## src/rtl/qdma_h2c_pkt_gen_pkg.sv

```systemverilog
// Shared types and sizing helpers for the QDMA H2C packet generator.
//   state_e    : generator FSM states (idle, sending beats, inter-packet gap)
//   data_bytes : bytes per tdata beat for a given bus width
//   mty_width  : width of the empty-byte count for a given bus width
package qdma_h2c_pkt_gen_pkg;

  typedef enum logic [1:0] {
    StIdle = 2'd0,
    StSend = 2'd1,
    StGap  = 2'd2
  } state_e;

  function automatic int unsigned data_bytes(input int unsigned data_w);
    return data_w / 8;
  endfunction

  function automatic int unsigned mty_width(input int unsigned data_w);
    return $clog2(data_w / 8);
  endfunction

endpackage

```

## src/rtl/qdma_h2c_pkt_gen_if.sv

```systemverilog
// AXI4-Stream H2C bus carrying generated packets plus QDMA tuser sidebands.
//   master : drives tvalid/tdata/tlast/tuser_*, samples tready
//   slave  : samples the payload, drives tready
interface qdma_h2c_pkt_gen_if
  import qdma_h2c_pkt_gen_pkg::*;
#(
  parameter int unsigned DATA_W = 512,
  parameter int unsigned QID_W  = 11,
  parameter int unsigned MTY_W  = mty_width(DATA_W)
) ();

  logic              tvalid;
  logic [DATA_W-1:0] tdata;
  logic              tlast;
  logic              tready;
  logic [QID_W-1:0]  tuser_qid;
  logic [31:0]       tuser_mdata;
  logic [MTY_W-1:0]  tuser_mty;

  modport master (
    output tvalid, tdata, tlast, tuser_qid, tuser_mdata, tuser_mty,
    input  tready
  );

  modport slave (
    input  tvalid, tdata, tlast, tuser_qid, tuser_mdata, tuser_mty,
    output tready
  );

endinterface

```

## src/rtl/qdma_h2c_pkt_gen.sv

```systemverilog
// QDMA H2C traffic generator. A cfg_start pulse latches the run configuration and emits
// cfg_num_pkt packets (0 = until cfg_stop) of cfg_pkt_len bytes, rotating the queue id over
// cfg_num_q queues from cfg_base_qid, with cfg_gap idle cycles between packets.
// Ports:
//   axis_aclk, axis_aresetn : clock, async active-low reset
//   cfg_*                   : run configuration and start/stop pulses
//   m_axis_h2c              : generated AXI-Stream packets (master side)
//   stat_busy/done/pkt_cnt  : run status, end-of-run pulse, packets sent this run
module qdma_h2c_pkt_gen
  import qdma_h2c_pkt_gen_pkg::*;
#(
  parameter int unsigned DATA_W = 512,
  parameter int unsigned QID_W  = 11,
  parameter int unsigned MTY_W  = mty_width(DATA_W)
) (
  input  logic               axis_aclk,
  input  logic               axis_aresetn,
  input  logic               cfg_start,
  input  logic               cfg_stop,
  input  logic [15:0]        cfg_pkt_len,
  input  logic [31:0]        cfg_num_pkt,
  input  logic [QID_W-1:0]   cfg_base_qid,
  input  logic [QID_W-1:0]   cfg_num_q,
  input  logic [7:0]         cfg_gap,
  qdma_h2c_pkt_gen_if.master m_axis_h2c,
  output logic               stat_busy,
  output logic               stat_done,
  output logic [31:0]        stat_pkt_cnt
);

  localparam int unsigned DataBytes = data_bytes(DATA_W);
  localparam logic [16:0] BeatBytes = 17'(DataBytes);

  state_e           state_q;
  logic [15:0]      len_q;
  logic [31:0]      num_pkt_q;
  logic [QID_W-1:0] base_qid_q;
  logic [QID_W-1:0] num_q_q;
  logic [QID_W-1:0] qoff_q;
  logic [7:0]       gap_q;
  logic [7:0]       gap_cnt_q;
  logic [7:0]       beat_q;
  logic [16:0]      rem_q;     // bytes of the current packet not yet in an accepted beat
  logic [31:0]      pkt_idx_q;
  logic [31:0]      pkt_cnt_q;
  logic             stop_q;
  logic             done_q;

  logic        sending;
  logic        last_beat;
  logic [31:0] pkt_idx_nxt;
  logic        run_done;
  logic [7:0]  fill_byte;

  assign sending     = (state_q == StSend);
  assign last_beat   = (rem_q <= BeatBytes);
  assign pkt_idx_nxt = pkt_idx_q + 32'd1;
  // A stop arriving on the same cycle as the final beat still ends the run there.
  assign run_done    = stop_q || cfg_stop || ((num_pkt_q != 32'd0) && (pkt_idx_nxt == num_pkt_q));
  assign fill_byte   = pkt_idx_q[7:0] + beat_q;

  always_ff @(posedge axis_aclk or negedge axis_aresetn) begin
    if (!axis_aresetn) begin
      state_q    <= StIdle;
      len_q      <= '0;
      num_pkt_q  <= '0;
      base_qid_q <= '0;
      num_q_q    <= '0;
      qoff_q     <= '0;
      gap_q      <= '0;
      gap_cnt_q  <= '0;
      beat_q     <= '0;
      rem_q      <= '0;
      pkt_idx_q  <= '0;
      pkt_cnt_q  <= '0;
      stop_q     <= 1'b0;
      done_q     <= 1'b0;
    end else begin
      done_q <= 1'b0;
      unique case (state_q)
        StIdle: begin
          if (cfg_start && (cfg_pkt_len != 16'd0)) begin
            len_q      <= cfg_pkt_len;
            num_pkt_q  <= cfg_num_pkt;
            base_qid_q <= cfg_base_qid;
            num_q_q    <= (cfg_num_q == '0) ? QID_W'(1) : cfg_num_q;
            gap_q      <= cfg_gap;
            qoff_q     <= '0;
            beat_q     <= '0;
            rem_q      <= {1'b0, cfg_pkt_len};
            pkt_idx_q  <= '0;
            pkt_cnt_q  <= '0;
            stop_q     <= 1'b0;
            state_q    <= StSend;
          end
        end
        StSend: begin
          if (cfg_stop) stop_q <= 1'b1;
          if (m_axis_h2c.tready) begin
            if (last_beat) begin
              pkt_cnt_q <= pkt_cnt_q + 32'd1;
              pkt_idx_q <= pkt_idx_nxt;
              qoff_q    <= (qoff_q == num_q_q - QID_W'(1)) ? '0 : qoff_q + QID_W'(1);
              beat_q    <= '0;
              rem_q     <= {1'b0, len_q};
              if (run_done) begin
                state_q <= StIdle;
                done_q  <= 1'b1;
                stop_q  <= 1'b0;
              end else if (gap_q != 8'd0) begin
                state_q   <= StGap;
                gap_cnt_q <= gap_q;
              end
            end else begin
              beat_q <= beat_q + 8'd1;
              rem_q  <= rem_q - BeatBytes;
            end
          end
        end
        StGap: begin
          if (cfg_stop || stop_q) begin
            state_q <= StIdle;
            done_q  <= 1'b1;
            stop_q  <= 1'b0;
          end else if (gap_cnt_q <= 8'd1) begin
            state_q <= StSend;
          end else begin
            gap_cnt_q <= gap_cnt_q - 8'd1;
          end
        end
        default: state_q <= StIdle;
      endcase
    end
  end

  // Payload is a pure function of registered packet/beat state, so it holds across stalls.
  assign m_axis_h2c.tvalid      = sending;
  assign m_axis_h2c.tdata       = sending ? {DataBytes{fill_byte}} : '0;
  assign m_axis_h2c.tlast       = sending && last_beat;
  assign m_axis_h2c.tuser_mty   = (sending && last_beat) ? MTY_W'(BeatBytes - rem_q) : '0;
  assign m_axis_h2c.tuser_mdata = sending ? {16'b0, len_q} : '0;
  assign m_axis_h2c.tuser_qid   = sending ? (base_qid_q + qoff_q) : '0;

  assign stat_busy    = (state_q != StIdle);
  assign stat_done    = done_q;
  assign stat_pkt_cnt = pkt_cnt_q;

endmodule
```

## src/flat_wrapper.sv

```systemverilog
// flat-port wrapper written by rule: the top's interface ports become plain ports
module qdma_h2c_pkt_gen_flat import qdma_h2c_pkt_gen_pkg::*;
#(
  parameter int unsigned DATA_W = 512,
  parameter int unsigned QID_W  = 11,
  parameter int unsigned MTY_W  = mty_width(DATA_W)
)
  (axis_aclk, axis_aresetn, cfg_start, cfg_stop, cfg_pkt_len, cfg_num_pkt, cfg_base_qid, cfg_num_q, cfg_gap, stat_busy, stat_done, stat_pkt_cnt, m_axis_h2c_tvalid, m_axis_h2c_tdata, m_axis_h2c_tlast, m_axis_h2c_tuser_qid, m_axis_h2c_tuser_mdata, m_axis_h2c_tuser_mty, m_axis_h2c_tready);
  qdma_h2c_pkt_gen_if #(.DATA_W(DATA_W), .QID_W(QID_W), .MTY_W(MTY_W)) m_axis_h2c_i ();
  input  logic axis_aclk;
  input  logic axis_aresetn;
  input  logic cfg_start;
  input  logic cfg_stop;
  input  logic [15:0] cfg_pkt_len;
  input  logic [31:0] cfg_num_pkt;
  input  logic [QID_W-1:0] cfg_base_qid;
  input  logic [QID_W-1:0] cfg_num_q;
  input  logic [7:0] cfg_gap;
  output logic stat_busy;
  output logic stat_done;
  output logic [31:0] stat_pkt_cnt;
  output wire logic [$bits(m_axis_h2c_i.tvalid)-1:0] m_axis_h2c_tvalid;
  output wire logic [$bits(m_axis_h2c_i.tdata)-1:0] m_axis_h2c_tdata;
  output wire logic [$bits(m_axis_h2c_i.tlast)-1:0] m_axis_h2c_tlast;
  output wire logic [$bits(m_axis_h2c_i.tuser_qid)-1:0] m_axis_h2c_tuser_qid;
  output wire logic [$bits(m_axis_h2c_i.tuser_mdata)-1:0] m_axis_h2c_tuser_mdata;
  output wire logic [$bits(m_axis_h2c_i.tuser_mty)-1:0] m_axis_h2c_tuser_mty;
  input wire logic [$bits(m_axis_h2c_i.tready)-1:0] m_axis_h2c_tready;
  assign m_axis_h2c_tvalid = m_axis_h2c_i.tvalid;
  assign m_axis_h2c_tdata = m_axis_h2c_i.tdata;
  assign m_axis_h2c_tlast = m_axis_h2c_i.tlast;
  assign m_axis_h2c_tuser_qid = m_axis_h2c_i.tuser_qid;
  assign m_axis_h2c_tuser_mdata = m_axis_h2c_i.tuser_mdata;
  assign m_axis_h2c_tuser_mty = m_axis_h2c_i.tuser_mty;
  assign m_axis_h2c_i.tready = m_axis_h2c_tready;
  qdma_h2c_pkt_gen #(.DATA_W(DATA_W), .QID_W(QID_W), .MTY_W(MTY_W)) u_core (.axis_aclk(axis_aclk), .axis_aresetn(axis_aresetn), .cfg_start(cfg_start), .cfg_stop(cfg_stop), .cfg_pkt_len(cfg_pkt_len), .cfg_num_pkt(cfg_num_pkt), .cfg_base_qid(cfg_base_qid), .cfg_num_q(cfg_num_q), .cfg_gap(cfg_gap), .m_axis_h2c(m_axis_h2c_i), .stat_busy(stat_busy), .stat_done(stat_done), .stat_pkt_cnt(stat_pkt_cnt));
endmodule
```

## config.mk

```make
export PLATFORM = sky130hd
export DESIGN_NAME = qdma_h2c_pkt_gen_flat
export DESIGN_NICKNAME = d
export VERILOG_FILES = /design/src/rtl/qdma_h2c_pkt_gen_pkg.sv /design/src/rtl/qdma_h2c_pkt_gen_if.sv /design/src/rtl/qdma_h2c_pkt_gen.sv /design/src/flat_wrapper.sv
export SDC_FILE = /design/constraint.sdc
export NUM_CORES = 1
export LEC_CHECK = 0
export ABC_AREA = 1
export BUFFER_PORTS_ARGS = -buffer_cell sky130_fd_sc_hd__buf_4
export CORE_AREA = 4 4 259 261
export CTS_BUF_LIST = sky130_fd_sc_hd__clkbuf_4 sky130_fd_sc_hd__clkbuf_8
export DETAILED_ROUTE_END_ITERATION = 16
export DIE_AREA = 0 0 263 265
export SETUP_SLACK_MARGIN = 0.1
export SLEW_MARGIN = 30
export SYNTH_ARGS = -nofsm -noshare
export SYNTH_HDL_FRONTEND = slang
export SYNTH_SLANG_ARGS = --single-unit
```

## constraint.sdc

```tcl
create_clock -name axis_aclk -period 5.41 [get_ports axis_aclk]
set_input_delay 0.541 -clock axis_aclk [delete_from_list [all_inputs] [get_ports axis_aclk]]
set_output_delay 0.541 -clock axis_aclk [all_outputs]
set_load 0.03 [all_outputs]
```

==> results.toml, run 1 <==
[sta]
relSlewSlack_pct = 48.04
period_minus_slack_ps = 4479
tns_ps = 0
hold_viol = 0
fin_ws_ps = 930.8
worstMarginPinSlew_ps = 779.4
fin_crit_sh_pct = 82.79
grt_setup_unrepaired = "false"
finalSetupViolations = 0
slew_violations = 0
skew_ps = 29.67
fmax_mhz = 223.3

[placement]
hpwlAfterDp_um = 38400
dpl-instance-area_sq_mm = 0.01810
pre_cts_ws_ps = 1500
io_buffers = 663
place.gp.congestion = 0.8824

[clock_tree]
cts-htree-levels = 4
clkLatencyLatePin_ps = 570
cts_resized = 0
path_clk_slew_ps = 120
clock-sinks = 190
clk_path_buf_depth = 2
cts_tree = "yes"
cts_buffers = 17
cts_root_buffer = "clkbuf_8"

[die]
die_y_um = 265
rows = 93
dieArea_sq_mm = 0.06970
ios = 680
start_util_pct = 24.59
core_sq_mm = 0.06446
die_width_um = 263

[synth]
synth_top_cell_area_share_pct = 29.99
ys_seq_elements = 190
synth_flop_cell = "dfrtp_1"
seq_area_frac_synth_pct = 29.99
syn_area_per_cell_sq_um = 7.167
yosysTopAreaCell = "dfrtp_1"
synth-edff-count = 0
ys_async_sr_fraction_pct = 100.0
yosysWarnings = 0
syn_inst = 2212
netlist_area_sq_mm = 0.01585
yosysUniqueCellTypes = 47
yosys-top-cells-area = "dfrtp_1, buf_4, nand2_1"

[worst_setup_path]
crit_slowest_cell = "a21oi_4"
worstPathRequired_ps = 4870
crit_chain = "ha_1 > a21oi_1 > inv_1 > nand2_1 > inv_1 > nor2_1 > o21bai_1 > a21oi_1 > o21bai_1 > o21ai_0 > a21oi_4 > buf_4 > buf_4"
cp_data_arrival_time_ps = 3940
worstPathMaxFanout = 43
ff2ff_setup_slack_ps = 1970
slowest_delay_ps = 590
crit_type = "reg2out"
endpoint_kind = "primary output"
start_kind = "flop"

[grt]
grt_pass1_wl_um = 75520
antenna_found_initial = 1
grt.total_usage_pct = 13.48
grt_pass1_vias = 12690
grt_max_degree = 100
grt_overflow = 0

[route]
wl_per_cell_um = 15.42
drtAntennaViolNets = 0
drtIter0Drc = 825
totalWireLength_um = 49850
vias_per_cell = 4.220
drcViolationCount = 0
firstDrtPassIters = 5
vias = 13640

[power]
p_clk_share_pct = 12.2
power.switching_w = 0.004582
powerDensity_mw_per_mm2 = 457.8
switching_share_pct = 54.00
leakage_nw = 9.656
p_int_w = 0.003903
power_frac_comb_pct = 62.1
pwr-share-seq_pct = 25.7
irDropWorstVdd_v = 0.0003094

[worst_hold_path]
hold_path_class = "in2reg"

[finish]
fill_cells = 6997
antenna_cells = 0
area.growth.synth_to_final_pct = 16.93
drive_above_1_share_pct = 31.80
nNetsFinal = 2480
final_area_sq_mm = 0.01854

[job]
drv_cap = 0

[run_status]
run_status = "complete, no violations"
[per-layer routing]
metal	part of all wire, %	GRT usage, %
met5	0.026	0
met4	1.3	3.172
met3	7.7	4.019
met2	47	21.73
met1	44	17.86
[Yosys cell counts (all sizes together) (4+ instances only)]
cell,count
a21oi,58
a221oi,7
buf,532
xnor2,15
nand2,564
ha,31
nand3,86
nand4,25
o21ai,101
nor4,18
clkbuf,31
o21bai,5
nand3b,11
nor3,35
inv,199
dfrtp,190
nor2,191
a31oi,4
o31ai,17
o22ai,32
xor2,35
[area by class of cell]
| type | instances | area (sq um) | share of cell area, % |
|---|---|---|---|
| clock buffers | 19 | 255.2 | 1.377 |
| clock inverters | 13 | 147.6 | 0.7965 |
| inverters | 201 | 757.0 | 4.084 |
| multi-input cells | 1273 | 6399 | 34.52 |
| flip-flops and latches | 190 | 4755 | 25.65 |
| well taps | 855 | 1070 | 5.771 |
| repair buffers | 681 | 5154 | 27.80 |
[cell families (layout without fill, tap and decap cells)]
| logic type | after synthesis | count (layout) | synth area share, % |
|---|---|---|---|
| AND/OR/NAND/NOR | 936 | 936 | 25.08 |
| buffers and inverters | 764 | 914 | 30.50 |
| AO/OA/AOI/OAI | 234 | 234 | 8.374 |
| flip-flops | 190 | 190 | 29.99 |
| XOR/XNOR | 54 | 54 | 3.339 |
| adder cells (fa/ha/maj) | 33 | 33 | 2.699 |
| other | 1 | 16 | 0.02366 |
[metrics by stage]
step	util, %	power, W	instances	hold WS (ps)
floorplan	-	0.006442	2227	245.4
CTS	28.70	0.008609	3230	51.03
global placement	28.06	0.007513	3198	455.1
detailed placement	28.07	0.007538	3198	459.5
global route	28.75	0.009133	3232	123.0
finish	28.75	0.008486	3232	161.6
[flip-flops by register name (all words and copies together), names as in the netlist]
signal               flops
u_core.base_qid_q       11
u_core.pkt_idx_q        32
u_core.gap_cnt_q         8
u_core.gap_q             8
u_core.state_q           2
u_core.stat_pkt_cnt     32
u_core.rem_q            17
u_core.num_q_q          11
u_core.stop_q            1
u_core.beat_q            8
u_core.stat_done         1
u_core.len_q            16
u_core.num_pkt_q        32
u_core.qoff_q           11
[final timing paths]
path                                                    end  cells past startpoint                            start
setup / recovery                      m_axis_h2c_tdata[359]                     13  u_core.pkt_idx_q[2]$_DFFE_PN0P_
hold / removal             u_core.num_pkt_q[23]$_DFFE_PN0P_                      3                  cfg_num_pkt[23]
setup reg to reg               u_core.qoff_q[7]$_DFFE_PN0P_                     11    u_core.state_q[1]$_DFFE_PN0P_
hold reg to reg                 u_core.len_q[3]$_DFFE_PN0P_                      2      u_core.len_q[3]$_DFFE_PN0P_
max in group asynchronous  u_core.num_pkt_q[13]$_DFFE_PN0P_                      3                     axis_aresetn
min in group asynchronous       u_core.len_q[1]$_DFFE_PN0P_                      2                     axis_aresetn
[critical path, delay by kind of cell (launching register included)]
family	cells	cell delay, ps
buffers and inverters	4	890
AO/OA/AOI/OAI	6	1510
adder cells (fa/ha/maj)	1	400
AND/OR/NAND/NOR	2	100
flip-flops	1	470
[layout by cell type, fill, tap and decap left out, types with 6 or more instances in the layout]
cell / instances
a221oi_1: 7
xor2_1: 35
nand2_1: 550
o22ai_1: 32
inv_1: 192
nand4_1: 25
nor2_4: 6
clkbuf_8: 19
buf_4: 677
nand3b_1: 11
nor4_1: 18
a21oi_1: 53
nand2_2: 11
o21ai_0: 100
o31ai_1: 17
xnor2_1: 15
nor2_1: 178
nor3_1: 35
dfrtp_1: 190
inv_2: 6
conb_1: 16
nand3_1: 83
ha_1: 30
[power by group through the flow]
| stage | Clock (W) | Combinational, W | Sequential, W |
|---|---|---|---|
| final | 0.00103 | 0.00527 | 0.00218 |
| after global routing | 0.00113 | 0.00576 | 0.00224 |
| after CTS | 0.00108 | 0.00534 | 0.00218 |
| after detailed placement | 0 | 0.00534 | 0.00220 |
| after global placement | 0 | 0.00531 | 0.00220 |
| after floorplan | 0 | 0.00434 | 0.00210 |
[timing repair]
item,CTS,global route
setup endpoints to repair,0,0
hold endpoints to repair,0,42
hold buffers,0,1
buffers inserted,0,0
Note: power is estimated with default switching activity, not from simulation.
==> inputs of run 2 (changes only) <==
- ABC_AREA: 1 -> 0
- CORE_AREA: 4 4 259 261 -> 4 4 263 265
- DIE_AREA: 0 0 263 265 -> 0 0 267 269
- clock period: 5.41 -> 3.9 ns (I/O delays scaled with it)
==> results.toml, run 2 <==
[run_status]
run_status = "complete, no violations"

[sta]
skew_ps = 17.49
grt_setup_unrepaired = "false"
fmax_mhz = 280.6
slew_violations = 0
worstMarginPinSlew_ps = 874.8
finalSetupViolations = 0
hold_viol = 0
fin_crit_sh_pct = 91.38
whs_ps = 118.6
period_minus_slack_ps = 3564
relSlewSlack_pct = 41.68

[synth]
synth_top_cell_area_share_pct = 30.63
ys_seq_elements = 190
netlist_area_sq_mm = 0.01552
yosysMostFrequentCell = "buf_4"
synth_common_cells = "buf_4, dfrtp_1, nor2_1, nand2_1, o21ai_0"
seq_area_frac_synth_pct = 30.63
yosysUniqueCellTypes = 76
yosys-top-cells-area = "dfrtp_1, buf_4, mux2_2"
yosysWarnings = 0
syn_area_per_cell_sq_um = 8.775
yosysTopAreaCell = "dfrtp_1"
synth_flop_cell = "dfrtp_1"
ys_async_sr_fraction_pct = 100.0
syn_inst = 1769
synth-edff-count = 0

[clock_tree]
clk_path_buf_depth = 2
cts_tree = "yes"
clkLatencyLatePin_ps = 500
cts_buffers = 17
path_clk_slew_ps = 100
cts_setup_buffers = 0
cts_root_buffer = "clkbuf_8"
clock-sinks = 190
cts-htree-levels = 4

[route]
drtIter0Drc = 543
vias = 12020
drcViolationCount = 0
firstDrtPassIters = 5
wl_per_cell_um = 16.33
totalWireLength_um = 45720
vias_per_cell = 4.294
drtAntennaViolNets = 0

[finish]
fill_cells = 7108
ff_latch_area_sq_mm = 0.004756
final_cell_mix = "buf_4, dfrtp_1, nor2_1"
multiInputGateArea_sq_mm = 0.006569
area.growth.synth_to_final_pct = 17.64
nNetsFinal = 2030
drive_above_1_share_pct = 44.03
final_common_cell = "buf_4"

[power]
power_w = 0.009376
irDropWorstVdd_v = 0.0003550
powerDensity_mw_per_mm2 = 513.4
leakage_nw = 8.793

[worst_setup_path]
start_kind = "flop"
slowest_delay_ps = 580
crit_type = "reg2out"
worstPathRequired_ps = 3510
timing.critical_path.mode_cell = "buf_4"
crit_slowest_cell = "clkinv_1"
worstPathMaxFanout = 64
critPathBufInv = 5
crit_chain = "inv_1 > ha_2 > clkinv_1 > buf_4 > nor3b_4 > buf_4 > buf_4"
cp_data_arrival_time_ps = 3170
path_delay_family = "buffers and inverters"
endpoint_kind = "primary output"

[grt]
top_usage_layer = "met2"
grt.total_usage_pct = 11.53
grt_max_degree = 100
antenna_found_initial = 0
grt_overflow = 0
use_met3_pct = 2.737
grt_pass1_vias = 10850
use_met1_pct = 14.07
grt_pass1_wl_um = 65360
use_met2_pct = 20.54

[worst_hold_path]
hold_path_class = "in2reg"

[job]
drv_cap = 0

[die]
ios = 680
die_width_um = 267
start_util_pct = 23.24
die_y_um = 269
dieArea_sq_mm = 0.07182
core_sq_mm = 0.06680
rows = 95

[placement]
hpwlAfterDp_um = 35930
place.gp.congestion = 0.8766
io_buffers = 663
run 2: cell count changes in the layout (fill, tap and decap cells not counted), sizes merged, moves of 26 or more:
cell,before,now
nor2,191,126
xnor2,15,49
and2,2,28
xor2,35,63
nand2,564,97
mux2,0,78
inv,207,36
nand3,86,54
run 2: layout make-up:
cell class	instances	share of cell area (%)
clock buffer	20	1.507
tap	873	5.982
timing repair buffer	702	29.25
sequential	190	26.04
multi-input combinational	971	35.97
antenna	1	0.01370
clock inverter	11	0.5755
inverter	32	0.6578
run 2: repair_timing:
item / in CTS / in global routing
endpoints found under the hold margin: 4 / 0
endpoints found under the setup margin: 0 / 1
gates resized for setup: 0 / 3
hold buffers: 1 / 0
run 2: metal layers:
metal  routed length, um  up-vias
met5                   0        -
met4                 731        0
met3                3315       42
met2               23170      449
met1               18500     5723
li1                    -     5809
run 2: cells by family after synthesis:
kind of cell               share of synthesized area, %
muxes                                             5.916
and+or+nand+nor                                   16.58
other                                           0.02416
DFF                                               30.63
buffers and inverters                             28.04
AOI/OAI and AO/OA                                 9.736
xor gates and xnor gates                          6.319
adders and majority gates                         2.757
run 2: final timing paths:
check / startpoint / end / slack, ps / cells after the start
min: cfg_num_pkt[29] / u_core.num_pkt_q[29]$_DFFE_PN0P_ / 120 / 2
min reg2reg: u_core.pkt_idx_q[31]$_DFFE_PN0P_ / u_core.pkt_idx_q[31]$_DFFE_PN0P_ / 510 / 1
max: u_core.state_q[1]$_DFFE_PN0P_ / m_axis_h2c_tdata[316] / 340 / 7
min in group asynchronous: axis_aresetn / u_core.num_pkt_q[24]$_DFFE_PN0P_ / 540 / 2
max reg2reg: u_core.pkt_idx_q[1]$_DFFE_PN0P_ / u_core.gap_cnt_q[4]$_DFFE_PN0P_ / 400 / 10
max in group asynchronous: axis_aresetn / u_core.qoff_q[0]$_DFFE_PN0P_ / 2500 / 3
run 2: metrics by stage:
step           area (sq um)  worst slack [ps]  cells  utilization (%)  TNS, ps
3_3_place_gp          17860             511.6   2767            26.74        0
2_1_floorplan         15600            -794.9   1784                -  -171970
6_report              18260             336.1   2800            27.34        0
4_1_cts               18250             213.4   2799            27.32        0
3_5_place_dp          17860             413.8   2767            26.74        0
5_1_grt               18260             107.8   2799            27.33        0
run 2: power breakdown:
part	switching, W	total [W]	internal, W
combinational	0.00294	0.00487	0.00193
clock	0.000754	0.00132	0.000561
sequential	0.000649	0.00319	0.00254
total	0.00434	0.00938	0.00503
